<file path="src/rtl/data_matrix_psr_unit_pkg.sv">
// Shared PSR definitions for the data matrix: image bit positions, the packed
// PSR record held on the save stack, command encoding and image helpers.
package data_matrix_psr_unit_pkg;

  localparam int PSR_PRIV_BIT = 15;
  localparam int PSR_PRI_HI   = 10;
  localparam int PSR_PRI_LO   = 8;
  localparam int PSR_N_BIT    = 2;
  localparam int PSR_Z_BIT    = 1;
  localparam int PSR_P_BIT    = 0;
  localparam int PSR_IMG_W    = 16;

  typedef struct packed {
    logic       priv;
    logic [2:0] pri;
    logic       n;
    logic       z;
    logic       p;
  } psr_t;

  localparam int PSR_W = $bits(psr_t);

  // One command per cycle; the decode order below is the arbitration order.
  typedef enum logic [2:0] {
    CMD_NONE,
    CMD_INT_ENTRY,
    CMD_RTI,
    CMD_LD_PSR,
    CMD_LD_CC
  } cmd_e;

  function automatic cmd_e decode_cmd(input logic int_entry, input logic rti,
                                      input logic ld_psr, input logic ld_cc);
    if (int_entry)   return CMD_INT_ENTRY;
    else if (rti)    return CMD_RTI;
    else if (ld_psr) return CMD_LD_PSR;
    else if (ld_cc)  return CMD_LD_CC;
    else             return CMD_NONE;
  endfunction

  function automatic logic [PSR_IMG_W-1:0] psr_to_image(input psr_t s);
    logic [PSR_IMG_W-1:0] img;
    img                         = '0;
    img[PSR_PRIV_BIT]           = s.priv;
    img[PSR_PRI_HI:PSR_PRI_LO]  = s.pri;
    img[PSR_N_BIT]              = s.n;
    img[PSR_Z_BIT]              = s.z;
    img[PSR_P_BIT]              = s.p;
    return img;
  endfunction

endpackage

</file>
<file path="src/rtl/data_matrix_psr_stack.sv">
// DEPTH-entry LIFO of PSR records used across nested interrupt entry / RTI,
// with occupancy count and sticky overflow/underflow detection.
module data_matrix_psr_stack
  import data_matrix_psr_unit_pkg::*;
#(
  parameter  int DEPTH = 4,
  localparam int CNT_W = $clog2(DEPTH + 1)
) (
  input  logic             clk,
  input  logic             rst_n,
  input  logic             push_i,
  input  logic             pop_i,
  input  logic             err_clr_i,
  input  psr_t             wdata_i,
  output psr_t             rdata_o,
  output logic [CNT_W-1:0] cnt_o,
  output logic             full_o,
  output logic             empty_o,
  output logic             ovf_o,
  output logic             unf_o
);

  localparam int IDX_W = (DEPTH > 1) ? $clog2(DEPTH) : 1;

  psr_t             mem_q [DEPTH];
  logic [CNT_W-1:0] cnt_q, cnt_d;
  logic             ovf_q, ovf_d;
  logic             unf_q, unf_d;
  logic [IDX_W-1:0] wr_idx, rd_idx;
  logic             do_push, do_pop;

  assign full_o  = (cnt_q == CNT_W'(DEPTH));
  assign empty_o = (cnt_q == '0);
  assign do_push = push_i & ~full_o;
  assign do_pop  = pop_i & ~empty_o;

  // The slot above the top is where the next push lands; the top itself is one below.
  assign wr_idx  = cnt_q[IDX_W-1:0];
  assign rd_idx  = empty_o ? '0 : wr_idx - IDX_W'(1);
  assign rdata_o = mem_q[rd_idx];

  // NOTE: every always_comb output gets a default first so no path can infer a latch.
  always_comb begin
    cnt_d = cnt_q;
    if (do_push)     cnt_d = cnt_q + CNT_W'(1);
    else if (do_pop) cnt_d = cnt_q - CNT_W'(1);

    // A fresh fault in the same cycle beats the clear, so it is never lost.
    ovf_d = ovf_q & ~err_clr_i;
    unf_d = unf_q & ~err_clr_i;
    if (push_i && full_o)  ovf_d = 1'b1;
    if (pop_i  && empty_o) unf_d = 1'b1;
  end

  always_ff @(posedge clk or negedge rst_n) begin
    if (!rst_n) begin
      cnt_q <= '0;
      ovf_q <= 1'b0;
      unf_q <= 1'b0;
    end else begin
      cnt_q <= cnt_d;
      ovf_q <= ovf_d;
      unf_q <= unf_d;
    end
  end

  // NOTE: storage is deliberately left out of reset; cnt_q alone defines which entries are valid.
  always_ff @(posedge clk) begin
    if (do_push) mem_q[wr_idx] <= wdata_i;
  end

  assign cnt_o = cnt_q;
  assign ovf_o = ovf_q;
  assign unf_o = unf_q;

endmodule

</file>
<file path="src/rtl/data_matrix_psr_unit.sv">
// Processor-status unit: NZP, privilege and priority registers, nested PSR save
// stack and bus image driver. Define DATA_MATRIX_PSR_TRISTATE_EN to float psr_out when ungated.
module data_matrix_psr_unit
  import data_matrix_psr_unit_pkg::*;
#(
  parameter  int DATA_W = 16,
  parameter  int DEPTH  = 4,
  localparam int CNT_W  = $clog2(DEPTH + 1)
) (
  input  logic              clk,
  input  logic              rst_n,
  input  logic [DATA_W-1:0] bus,
  input  logic              ld_cc,
  input  logic              cc_src_sel,
  input  logic              ld_psr,
  input  logic              int_entry,
  input  logic [2:0]        int_pri,
  input  logic              rti,
  input  logic              err_clr,
  input  logic              gate_psr_en,
  output logic [DATA_W-1:0] psr_out,
  output logic              reg_n,
  output logic              reg_z,
  output logic              reg_p,
  output logic              priv,
  output logic [2:0]        pri,
  output logic [CNT_W-1:0]  stk_cnt,
  output logic              stk_full,
  output logic              stk_empty,
  output logic              stk_ovf,
  output logic              stk_unf
);

  psr_t              psr_q, psr_d;
  psr_t              stk_rdata;
  cmd_e              cmd;
  logic              push, pop;
  logic              cc_n, cc_z, cc_p;
  logic [DATA_W-1:0] img;

  assign cmd = decode_cmd(int_entry, rti, ld_psr, ld_cc);

  // Derived codes treat the bus as a signed DATA_W-bit value; exactly one is set.
  assign cc_z = ~|bus;
  assign cc_n = bus[DATA_W-1];
  assign cc_p = ~cc_n & ~cc_z;

  always_comb begin
    psr_d = psr_q;
    push  = 1'b0;
    pop   = 1'b0;
    unique case (cmd)
      CMD_INT_ENTRY: begin
        // Privilege and priority change even when the push overflows.
        push       = 1'b1;
        psr_d.priv = 1'b0;
        psr_d.pri  = int_pri;
      end
      CMD_RTI: begin
        pop = 1'b1;
        if (!stk_empty) psr_d = stk_rdata;
      end
      CMD_LD_PSR: begin
        psr_d.priv = bus[PSR_PRIV_BIT];
        psr_d.pri  = bus[PSR_PRI_HI:PSR_PRI_LO];
        psr_d.n    = bus[PSR_N_BIT];
        psr_d.z    = bus[PSR_Z_BIT];
        psr_d.p    = bus[PSR_P_BIT];
      end
      CMD_LD_CC: begin
        if (cc_src_sel) {psr_d.n, psr_d.z, psr_d.p} = bus[2:0];
        else            {psr_d.n, psr_d.z, psr_d.p} = {cc_n, cc_z, cc_p};
      end
      default: ;
    endcase
  end

  // NOTE: sequential state uses non-blocking assignment so all registers update together.
  always_ff @(posedge clk or negedge rst_n) begin
    if (!rst_n) psr_q <= '0;
    else        psr_q <= psr_d;
  end

  data_matrix_psr_stack #(
    .DEPTH (DEPTH)
  ) u_stack (
    .clk       (clk),
    .rst_n     (rst_n),
    .push_i    (push),
    .pop_i     (pop),
    .err_clr_i (err_clr),
    .wdata_i   (psr_q),
    .rdata_o   (stk_rdata),
    .cnt_o     (stk_cnt),
    .full_o    (stk_full),
    .empty_o   (stk_empty),
    .ovf_o     (stk_ovf),
    .unf_o     (stk_unf)
  );

  always_comb begin
    img                  = '0;
    img[PSR_IMG_W-1:0]   = psr_to_image(psr_q);
  end

`ifdef DATA_MATRIX_PSR_TRISTATE_EN
  assign psr_out = gate_psr_en ? img : {DATA_W{1'bz}};
`else
  assign psr_out = gate_psr_en ? img : {DATA_W{1'b0}};
`endif

  assign reg_n = psr_q.n;
  assign reg_z = psr_q.z;
  assign reg_p = psr_q.p;
  assign priv  = psr_q.priv;
  assign pri   = psr_q.pri;

endmodule

</file>
<file path="config.mk">
export PLATFORM = sky130hd
export DESIGN_NAME = data_matrix_psr_unit
export DESIGN_NICKNAME = d
export VERILOG_FILES = /design/src/rtl/data_matrix_psr_unit_pkg.sv /design/src/rtl/data_matrix_psr_stack.sv /design/src/rtl/data_matrix_psr_unit.sv
export SDC_FILE = /design/constraint.sdc
export NUM_CORES = 1
export LEC_CHECK = 0
export ABC_CLOCK_PERIOD_IN_PS = 4000
export CAP_MARGIN = 20
export CORE_UTILIZATION = 30
export CTS_BUF_LIST = sky130_fd_sc_hd__clkbuf_4 sky130_fd_sc_hd__clkbuf_8 sky130_fd_sc_hd__clkbuf_16
export CTS_CLUSTER_DIAMETER = 150
export DETAILED_ROUTE_END_ITERATION = 12
export SLEW_MARGIN = 20
export SYNTH_ARGS = -nofsm -noshare
export SYNTH_HDL_FRONTEND = slang
export SYNTH_SLANG_ARGS = --single-unit
export TNS_END_PERCENT = 10
</file>
<file path="constraint.sdc">
create_clock -name clk -period 4 [get_ports clk]
set_clock_uncertainty 0.2 [all_clocks]
set_input_delay 0.8 -clock clk [delete_from_list [all_inputs] [get_ports clk]]
set_output_delay 0.8 -clock clk [all_outputs]
set_load 0.01 [all_outputs]
</file>
# ---- Yosys cells after proc, flatten, opt, wreduce, memory -nomap -nowiden
# Memory sizes are Yosys's and may differ from the RTL's.
# Cells that the tools add are included.
dict set report classes {
  addsub 3
  eq_ne 6
  n_mux 18
  bitwise_logic 9
  reduce_logical 10
}
# operator n
set op_table {}
lappend op_table {{$mux 3} 7}
lappend op_table {{$mux 16} 1}
lappend op_table {{$reduce_or 16->1} 1}
lappend op_table {{$pmux 4 s3} 1}
lappend op_table {{$pmux 3 s3} 1}
lappend op_table {{$mux 7} 1}
lappend op_table {{$eq 3x2->1 const B} 2}
lappend op_table {{$eq 3x3->1 const B} 2}
lappend op_table {{$mux 1} 6}
lappend op_table {{$reduce_bool 3->1} 2}
lappend op_table {{$and 1x1->1} 5}
lappend op_table {{$not 1->1} 4}
lappend op_table {{$reduce_and 2->1} 2}
lappend op_table {{$add 3x1->3 const B} 1}
lappend op_table {{$eq 3x1->1 const B} 1}
lappend op_table {{$logic_not 3->1} 1}
lappend op_table {{$sub 3x1->3 const B} 1}
lappend op_table {{$logic_and 1x1->1} 2}
lappend op_table {{$mux 2} 1}
lappend op_table {{$ne 2x2->1 const B} 1}
lappend op_table {{$reduce_bool 2->1} 1}
lappend op_table {{$sub 2x1->2 const B} 1}
lappend op_table {{$logic_not 1->1} 1}
dict set report word_totals {
  register_bits 12
  ram_bits 28
  in_bits 28
  output_inout_bits 30
  word_cells 55
  mem_count 1
}
# memory depth word_bits read_ports rd_clocked_by_memory_dff write_ports line
set memory_table {}
lappend memory_table {u_stack.mem_q 4 7 1 0 1 data_matrix_psr_stack.sv:25} ;# psr_t mem_q [DEPTH];

# ---- Logic depth before layout (Yosys ltp)
dict set report logic_depth {
  ltp_word 9
  depth_mapped 8
  ltp_nobuf 7
}

# ---- Modules after synthesis
# Synthesis repeated with hierarchy kept, for this count alone.
dict set report hier_totals {
  cells_unflattened 172
  hier_area_um2 2013.2
}
# module n_inst cells_each area_each_um2 seq_area_each_um2
set modules_own_cells {}
lappend modules_own_cells {data_matrix_psr_stack 1 96 1351.3 965.9}
lappend modules_own_cells {data_matrix_psr_unit 1 76 661.9 175.2}

# ---- Least setup slack after synthesis
# OpenSTA, ideal clock, no wires.
dict set report synth_path {
  path_kind {in2reg}
  startpoint {input int_entry}
  endpoint {register u_stack.cnt_q[2], in the netlist u_stack.cnt_o[2]}
  setup_time_ps 123
  arrival_time_ps 1917
  t_required_ps 3677
  slack_ps 1760
  path_stages 6
  n_path_buf 1
  cell_sequence {clkbuf_1 > nand2_1 > fa_1 > nor3_1 > a31oi_1 > xnor2_1}
}
dict set report synth_between {
  elab_chain_cells 5
  word_cells_on_any_way 9
  classes_between {2 x eq/ne; 4 x mux; 2 x bitwise; 1 x reduce/logical}
}
# item line
set synth_lines {}
lappend synth_lines {{start: declaration} data_matrix_psr_unit.sv:16} ;# input logic int_entry,
lappend synth_lines {{$mux 3 *} data_matrix_psr_unit_pkg.sv:34} ;# if (int_entry) return CMD_INT_ENTRY;
lappend synth_lines {{$eq 3x1->1 / $eq 3x2->1 (equally long branches)} data_matrix_psr_unit.sv:52} ;# unique case (cmd)
lappend synth_lines {{$mux 1} data_matrix_psr_unit.sv:52}
lappend synth_lines {{$and 1x1->1 (on tied branches)} {data_matrix_psr_stack.sv:34, data_matrix_psr_stack.sv:35}}
lappend synth_lines {{$mux 3 / $reduce_bool 2->1 (equally long branches)} --}
lappend synth_lines {{end signal: assignment} data_matrix_psr_stack.sv:61} ;# cnt_q <= cnt_d;
lappend synth_lines {{end: declaration} data_matrix_psr_stack.sv:26} ;# logic [CNT_W-1:0] cnt_q, cnt_d;
# Every way passes the cells marked *; elsewhere a longest branch is shown, timed or not.
# A chain may end at the register's enable or synchronous reset.

# ---- Final worst setup path
dict set report layout_path {
  startpoint {input gate_psr_en}
  endpoint {output psr_out[10]}
}
dict set report layout_between {
  elab_chain_cells 1
}
# item line
set layout_lines {}
lappend layout_lines {{start: declaration} data_matrix_psr_unit.sv:20} ;# input logic gate_psr_en,
lappend layout_lines {{$mux 16} data_matrix_psr_unit.sv:109} ;# assign psr_out = gate_psr_en ? img : {DATA_W{1'b0}};
lappend layout_lines {{end: declaration} data_matrix_psr_unit.sv:21} ;# output logic [DATA_W-1:0] psr_out,
# No other way between the ends.

==> reports/summary.txt <==
status - finished, final reports clean
row count - 29
vias in the first global route - 1385
Die Area - 7000 µm²
Worst Slack Setup Final - 915 ps
sequential-to-total area share from yosys stat - 0.570
Post-CTS Setup Bufs - 0
RSZ-0062 raised after global routing - false
PD cells - 621 nW/µm²
EDFF count, synth - 28
number of buffers created by CTS - 5
TritonCTS Sinks - 40
placed cell areas - 2510 µm²
CTS root buf - clkbuf_8
Slew HR - 0.489
vias - 1525
core footprint - 6390 µm²
top_reg_cell synth - edfxtp_1
final slew viol count - 0
post-synthesis cell area - 2000 µm²
PostCTS Resize Cnt - 0
number of nets with antenna violations after routing - 0
multiplexer share of the synthesized area - 0.0306
post-route cell area - 2620 µm²
Worst-Skew Late Latency - 290 ps
Critical Path AT - 2090 ps
starting density of the core - 0.313
DP HPWL - 3.32 mm
setup violators final - 0
Leak - 0.000941 µW
overall routing resource usage - 0.138
Syn. warnings - 0
GP Congestion - 0.781
Worst Hold Class - register to register
MaxCap Viol Count - 0
clock slew at reported path FFs - 70 ps
largest net degree at the start of global routing - 21
Total Neg Setup Slack - 0 ps
Cells after Synth - 177
CTS tree - built
Post-Synth XOR/XNOR Area - 0.00438
PortBufs - 48
share of layout cells above drive strength 1 - 0.0752
compound-gate portion of the synthesized area - 0.166
drt initial violations - 146
H-tree depth - 2
WL final - 4.65 mm
hold_buf cts - 0
final hold viol count - 0
global route overflow - 0
post-synthesis adder-cell area fraction - 0.0100
Post-synth ARST share - 0.300
Die X - 83.7 µm
DR WL/cell - 15.3 µm
DR pass1 iterations - 4
Fillers - 617
Crit. End Element - primary output
first-pass GRT wire length - 7.38 mm
Critical Path RT - 3000 ps
diode count - 0
sequential cell area - 1140 µm²
via/cell ratio - 5.03
Multi-input gate area - 749 µm²
CP Launch Type - primary input
Max Freq - 0.324 GHz
Longest Clk Path Bufs - 2
Nets - 254
largest family of logic cells by synthesized area - compound AO/OA/AOI/OAI gates
Tcrit/Tclk final - 0.771
Post-Synth Simple-Gate Area - 0.147
die height - 83.7 µm
number of synthesized register bits - 40
Place WS - 902 ps
worst-margin pin slew - 763 ps
kind of critical path - primary input to primary output
Peak VDD IR - 0.382 mV
Mean Syn Cell Area - 11.3 µm²
Layout area overhead - 31.0%
DRC Markers - 0
CP Max Fanout - 7
distinct cell type count after synthesis - 42
Tot Pwr - 1630 µW
initial antenna violation count - 0
fin crit period - 3090 ps
I/O pin cnt - 58
[layout by cell type, fill, tap and decap left out, types with 2 or more instances in the layout]
master	count
nor2_1	16
a31oi_1	5
nor3_1	3
a221oi_1	2
a21oi_1	9
nand2_1	11
o21ai_1	3
a22o_1	3
o21ai_0	4
conb_1	9
clkbuf_8	5
nand2b_1	2
nand3_1	2
a211oi_1	7
mux2i_1	5
inv_1	3
nor2b_1	6
edfxtp_1	28
inv_2	2
dfrtp_1	12
clkdlybuf4s50_1	48
o32ai_1	5
and2_1	8
o22ai_1	3
nor4_1	4
buf_4	3
[where the power goes]
| part | leakage, µW | internal, µW | total [µW] | switching [µW] |
|---|---|---|---|---|
| clock | 0.0000586 | 192 | 326 | 134 |
| sequential | 0.000401 | 583 | 719 | 136 |
| combinational | 0.000481 | 298 | 582 | 283 |
| total | 0.000941 | 1070 | 1630 | 554 |
[synthesized netlist by cell type (all sizes together) (2+ instances only)]
library cell  count  share of area
edfxtp           28           0.42
nor2             17          0.033
buf              15          0.055
dfrtp            12           0.15
nand2            11          0.021
a21oi             9          0.023
and2              8          0.025
a211oi            7          0.026
nor2b             7          0.026
o21ai             7          0.018
a31oi             5          0.016
inv               5         0.0094
mux2i             5          0.025
o32ai             5          0.022
nor3              4          0.013
nor4              4          0.013
a22o              3          0.013
clkbuf            3         0.0056
o22ai             3         0.0094
a221oi            2         0.0088
nand2b            2         0.0063
nand3             2         0.0050
[per-layer routing]
metal,up-vias,wire length (µm),share of wire,track usage
li1,745,-,-,-
met1,740,2160,0.46,0.184
met2,33,2290,0.49,0.220
met3,7,158,0.034,0.0425
met4,0,46,0.0099,0.0324
met5,-,0,0,0
[kinds of logic (layout without fill, tap and decap cells)]
kind of cell | count (synthesis) | in the layout
adder cells (fa/ha/maj) | 1 | 1
XOR/XNOR | 1 | 1
other | 1 | 9
AO/OA/AOI/OAI | 48 | 48
flip-flops | 40 | 40
buffers and inverters | 23 | 64
multiplexers | 6 | 6
AND/OR/NAND/NOR | 57 | 57
[worst max-delay path: stages]
cell,delay [ps]
clkdlybuf4s50_1,590
and2_1,160
clkdlybuf4s50_1,530
[through the flow]
| step | hold WS (ps) | utilization | instances |
|---|---|---|---|
| floorplan | 304 | - | 185 |
| CTS | 312 | 0.410 | 303 |
| detailed placement | 293 | 0.393 | 295 |
| global placement | 291 | 0.393 | 295 |
| global route | 329 | 0.410 | 303 |
| finish | 305 | 0.410 | 303 |
[flip-flops by register name (all words and copies together) (netlist names)]
name           flops
reg_p              1
u_stack.unf_o      1
u_stack.mem_q     28
reg_n              1
pri                3
u_stack.cnt_o      3
u_stack.ovf_o      1
reg_z              1
priv               1
[final cells by class]
type | instances | share of cell area
clock inverter | 2 | 0.0134
inverter | 5 | 0.00716
sequential | 40 | 0.436
clock buffer | 6 | 0.0291
timing repair buffer | 51 | 0.192
tap | 77 | 0.0368
multi-input combinational | 122 | 0.286
[path summary, 6_finish.rpt]
| path | from | end | slack, ps | cells after the start |
|---|---|---|---|---|
| max in group asynchronous | rst_n | reg_z | 2490 | 1 |
| min in group asynchronous | rst_n | u_stack.ovf_o | 700 | 1 |
| setup reg to reg | u_stack.cnt_o[0] | u_stack.cnt_o[1] | 1600 | 6 |
| hold / removal | u_stack.unf_o | u_stack.unf_o | 300 | 1 |
| setup / recovery | gate_psr_en | psr_out[10] | 910 | 3 |
| hold reg to reg | u_stack.unf_o | u_stack.unf_o | 300 | 1 |
Note: power is estimated with default switching activity, not from simulation.
